==> src/rtl/stack_engine.sv <==
// Register-based LIFO stack with top-of-stack view, replace-top, synchronous clear
// and sticky overflow/underflow flags.
module stack_engine #(
  parameter int unsigned DATA_WIDTH = 16,
  parameter int unsigned DEPTH      = 16,
  parameter int unsigned CNT_WIDTH  = $clog2(DEPTH + 1)
) (
  input  logic                  clk,
  input  logic                  reset,
  input  logic                  push,
  input  logic                  pop,
  input  logic                  clear,
  input  logic                  err_clr,
  input  logic [DATA_WIDTH-1:0] data_in,
  output logic [DATA_WIDTH-1:0] top_out,
  output logic [DATA_WIDTH-1:0] pop_data,
  output logic                  pop_valid,
  output logic [CNT_WIDTH-1:0]  count,
  output logic                  full,
  output logic                  empty,
  output logic                  overflow,
  output logic                  underflow
);

  localparam int unsigned IDX_WIDTH = (DEPTH > 1) ? $clog2(DEPTH) : 1;

  logic [DATA_WIDTH-1:0] storage [DEPTH];

  logic [CNT_WIDTH-1:0]  count_q, count_d;
  logic [DATA_WIDTH-1:0] top_q, top_d;
  logic [DATA_WIDTH-1:0] pop_data_q, pop_data_d;
  logic                  pop_valid_q, pop_valid_d;
  logic                  ovf_q, ovf_d;
  logic                  unf_q, unf_d;
  logic                  wr_en;
  logic [IDX_WIDTH-1:0]  wr_idx;
  logic [IDX_WIDTH-1:0]  rd_idx;
  logic                  full_c, empty_c;

  assign full_c  = (count_q == CNT_WIDTH'(DEPTH));
  assign empty_c = (count_q == '0);

  // Entry that becomes the top after a pop; only meaningful when count >= 2.
  assign rd_idx = IDX_WIDTH'(count_q - CNT_WIDTH'(2));

  // Next-state decode of the operation table on the registered count.
  always_comb begin
    count_d     = count_q;
    top_d       = top_q;
    pop_data_d  = pop_data_q;
    pop_valid_d = 1'b0;
    ovf_d       = ovf_q & ~err_clr;
    unf_d       = unf_q & ~err_clr;
    wr_en       = 1'b0;
    wr_idx      = IDX_WIDTH'(count_q);

    if (clear) begin
      count_d = '0;
      top_d   = '0;
    end else if (push && pop) begin
      if (empty_c) begin
        wr_en   = 1'b1;
        wr_idx  = '0;
        count_d = CNT_WIDTH'(1);
        top_d   = data_in;
        unf_d   = 1'b1;
      end else begin
        pop_data_d  = top_q;
        pop_valid_d = 1'b1;
        wr_en       = 1'b1;
        wr_idx      = IDX_WIDTH'(count_q - CNT_WIDTH'(1));
        top_d       = data_in;
      end
    end else if (push) begin
      if (full_c) begin
        ovf_d = 1'b1;
      end else begin
        wr_en   = 1'b1;
        count_d = count_q + CNT_WIDTH'(1);
        top_d   = data_in;
      end
    end else if (pop) begin
      if (empty_c) begin
        unf_d = 1'b1;
      end else begin
        pop_data_d  = top_q;
        pop_valid_d = 1'b1;
        count_d     = count_q - CNT_WIDTH'(1);
        top_d       = (count_q >= CNT_WIDTH'(2)) ? storage[rd_idx] : '0;
      end
    end
  end

  always_ff @(posedge clk or negedge reset) begin
    if (!reset) begin
      count_q     <= '0;
      top_q       <= '0;
      pop_data_q  <= '0;
      pop_valid_q <= 1'b0;
      ovf_q       <= 1'b0;
      unf_q       <= 1'b0;
    end else begin
      count_q     <= count_d;
      top_q       <= top_d;
      pop_data_q  <= pop_data_d;
      pop_valid_q <= pop_valid_d;
      ovf_q       <= ovf_d;
      unf_q       <= unf_d;
    end
  end

  // Storage contents are don't-care after reset, so no reset is applied here.
  always_ff @(posedge clk) begin
    if (wr_en) storage[wr_idx] <= data_in;
  end

  assign top_out   = top_q;
  assign pop_data  = pop_data_q;
  assign pop_valid = pop_valid_q;
  assign count     = count_q;
  assign full      = full_c;
  assign empty     = empty_c;
  assign overflow  = ovf_q;
  assign underflow = unf_q;

endmodule

==> config.mk <==
export PLATFORM = sky130hd
export DESIGN_NAME = stack_engine
export DESIGN_NICKNAME = d
export VERILOG_FILES = /design/src/rtl/stack_engine.sv
export SDC_FILE = /design/constraint.sdc
export NUM_CORES = 1
export LEC_CHECK = 0
export ABC_AREA = 1
export BUFFER_PORTS_ARGS = -buffer_cell sky130_fd_sc_hd__buf_2
export CELL_PAD_IN_SITES_DETAIL_PLACEMENT = 0
export CELL_PAD_IN_SITES_GLOBAL_PLACEMENT = 1
export CORE_ASPECT_RATIO = 0.5
export CORE_UTILIZATION = 47
export CTS_BUF_LIST = sky130_fd_sc_hd__clkbuf_16
export DETAILED_ROUTE_END_ITERATION = 16
export PLACE_DENSITY_LB_ADDON = 0.1
export SKIP_CTS_REPAIR_TIMING = 1
export SLEW_MARGIN = 30
export SYNTH_ARGS = -nofsm -noshare
export SYNTH_HDL_FRONTEND = slang
export SYNTH_SLANG_ARGS = --single-unit
==> constraint.sdc <==
create_clock -name clk -period 5.6 [get_ports clk]
set_clock_uncertainty 0.15 [all_clocks]
set_input_delay 0.56 -clock clk [delete_from_list [all_inputs] [get_ports clk]]
set_output_delay 0.56 -clock clk [all_outputs]
set_load 0.1 [all_outputs]
==> impl_results.md <==
- Status: finished clean
- Register area: 8693 um2
- Critical Path AT: 3780 ps
- Multi-input gate area: 3502 um2
- H-tree levels: 1
- Reg-to-reg startpoint: count[0]
- Combinational Power Share: 0.364
- Initial antenna violation count: 1
- Layout cells sized above 1: 0.1337
- Final core occ: 0.5343
- Reg clk slew, reported paths: approximately 70 ps
- Critical Path Sink: storage[11][3]
- Most numerous cell in the Yosys netlist: nand2_1
- Largest family of logic cells by synthesized area: simple AND/OR/NAND/NOR gates
- Mux cell area share after synthesis: 0
- # DRC: 0
- P&R area growth vs syn: 11.64%
- 1st-iter DRT viols: around 1,000
- Unrepaired setup endpoints after global routing: no
- Buffers on Ports: between 60 and 70
- Count of final hold-check violations: 0
- Adder-cell share of the synthesized area: 0.006593
- Compound-gate portion of the synthesized area: 0.02289
- Total CTS buffers: 28
- CTS Sinks: between 200 and 300
- Die height: around 120 um
- Final nets: about 1,400
- Post-synth cell types: 36
- Fin crit share: 0.6685
- Final min period: 3744 ps
- Switching Fraction: 0.4265
- Min-delay worst type: in2reg
- LEAKAGE: between 6 and 7 nW
- Switching power total: 3.104 mW
- Total GRT Usage: 0.2563
- Post-Synth Simple-Gate Area: 0.2251
- Fillers: ~2,500
- Aggregate global routing overflow: 0
- Final setup TNS: 0 ps
- Worst Path Required: approximately 5600 ps
- Final Non-Filler Cells: approximately 1,800
- Vias in the first global route: a little over 8,000
- Post-synth EDFFs: 256
- Maximum vdd ir drop: a little over 0.5 mV
- CTS tree: yes
- Number of diodes: 0
- Core outline area: between 20,000 and 30,000 um2
- FF-to-FF path depth: 7
- Largest net degree at the start of global routing: 90
- # IOs: 64
- Measured slew at the worst slew-check pin: ~950 ps
- Post-synthesis xor/xnor area fraction: 0.006028
- Clock Latency Late Sink: approximately 570 ps
- RD Place Congestion: between 0.8 and 0.9
- First-pass GRT wire length: ~53,000 um
- Syn_nets: around 1,300
- Critical Path End Type: flip-flop
- Routed WL per cell: ~21 um
- Via Count: between 9,000 and 10,000
- CTS Buffer Depth: 3
- Max_cap viols: 0
- Power density cells: around 490 nW/um2
- WS Path Type: reg2reg
- Synth Cell Area: 13,290 um2
- Max Slew Vio Count: 0
- Synth Instances: 1,306
- Post-synth top area share: 0.5786
- Async S/R FF share, synth: 0.1351
- Worst reg2reg path endpoint: storage[11][3]
- Fmax: between 200 and 300 MHz
- FP Rows: 43
- Top cells by count, synth: 421 x nand2_1, 256 x edfxtp_1, 207 x inv_1, 196 x nand3_1, 40 x dfrtp_1
- Worst-path maximum fanout: 51
- Syn_area_per_cell: approximately 10 um2
- HPWL Detailed: about 23,000 um
- Sequential-to-total area share from yosys stat: 0.6540
- Synth top area cells: edfxtp_1 58%, nand2_1 12%, dfrtp_1 7.5%, nand3_1 7.4%, inv_1 5.8%
- Max_slew headroom: 0.3646
- Post-placement cell count: roughly 1,700
- DRT antenna net count: 0
- Drt total wl: roughly 36,000 um
- DIE AREA: 28,980 um2
- Root Buffer: clkbuf_16
- Largest area contributor in the synthesized netlist: edfxtp_1
- Chip Width: between 200 and 250 um
- First-pass iteration count of the detailed router: 5
- Reg power frac: 0.369
- Synthesis warning total: 0
- Main synth FF type: edfxtp_1
- #FFs+latches synth: 296
- Final setup vio count: 0
- CP startpoint: count[0]
- Initial Util: 0.4785
- Internal power: around 4.2 mW
- Clk pwr share: 0.268
- Critical path launch point type: flip-flop
- DR vias/cell: 5.164
- Worst R2R Setup Slack: approximately 1900 ps
power groups by stage:
stage	clock [mW]	sequential, mW	combinational [mW]
after floorplan	0	3.45	1.14
after global placement	0	2.72	2.59
after detailed placement	0	2.73	2.59
after CTS	1.98	2.68	2.60
after global routing	2.06	2.70	2.81
final	1.95	2.68	2.65
stage by stage:
step	power [mW]	cell area [um2]	hold slack (ps)	setup slack (ps)
detailed placement	5.317	13850	311.6	1873
floorplan	4.587	13290	114.4	1480
global placement	5.309	13850	306.2	1963
global route	7.575	14830	136.3	1669
finish	7.280	14830	95.71	1856
CTS	7.264	14790	3.389	1853
registers in the layout, summed over array words and instances, names as in the netlist:
| register | count |
|---|---|
| storage | 256 |
| pop_data | 16 |
| top_out | 16 |
| count | 5 |
| overflow | 1 |
| pop_valid | 1 |
| underflow | 1 |
layer usage:
layer | track usage | part of all wire | wire length, um
met1 | 0.4009 | 0.47 | 17200
met2 | 0.3536 | 0.40 | 14690
met3 | 0.06642 | 0.10 | 3698
met4 | 0.05409 | 0.020 | 708
met5 | 0 | 0 | 0
worst max-delay path, cell delays in order (launching register included):
cell and delay (ps):
dfrtp_4 800, inv_4 370, ha_1 350, nand3_2 140, nand3_2 120, o21ai_1 400, nand3_1 300, nor2_2 730
cell type report:
class,count,share of cell area
Sequential cell,296,0.5861
Multi-Input combinational cell,734,0.2361
Inverter,216,0.05500
Clock buffer,28,0.04724
Tap cell,382,0.03223
Timing Repair Buffer,71,0.02700
Clock inverter,24,0.01628
cell usage in the layout, fill, tap and decap left out, types with 5 or more instances in the layout:
master,n
a21oi_1,23
a21oi_2,10
buf_2,62
buf_4,7
clkbuf_16,28
clkinv_1,6
clkinvlp_4,5
dfrtp_1,38
edfxtp_1,256
ha_1,7
inv_1,208
inv_2,8
nand2_1,421
nand2_2,5
nand3_1,196
nor2_1,11
nor2_2,16
nor2_4,13
o21ai_0,5
cell families (layout without fill, tap and decap cells):
logic type               after synthesis  in the layout
AO/OA/AOI/OAI                         45             45
XOR/XNOR                               7              7
adder cells (fa/ha/maj)                7              7
buffers and inverters                276            339
flip-flops                           296            296
AND/OR/NAND/NOR                      675            675
worst min-delay path by stage:
stage	depth (start not counted)	startpoint	to	slack, ps
2_1_floorplan	0	reset	count[0]	110
3_3_place_gp	2	pop_data[0]	pop_data[0]	310
3_5_place_dp	2	pop_data[2]	pop_data[2]	310
4_1_cts	1	reset	overflow	3
5_1_grt	4	err_clr	overflow	140
6_report	4	err_clr	overflow	100
Power figures use the tool's default switching activity.
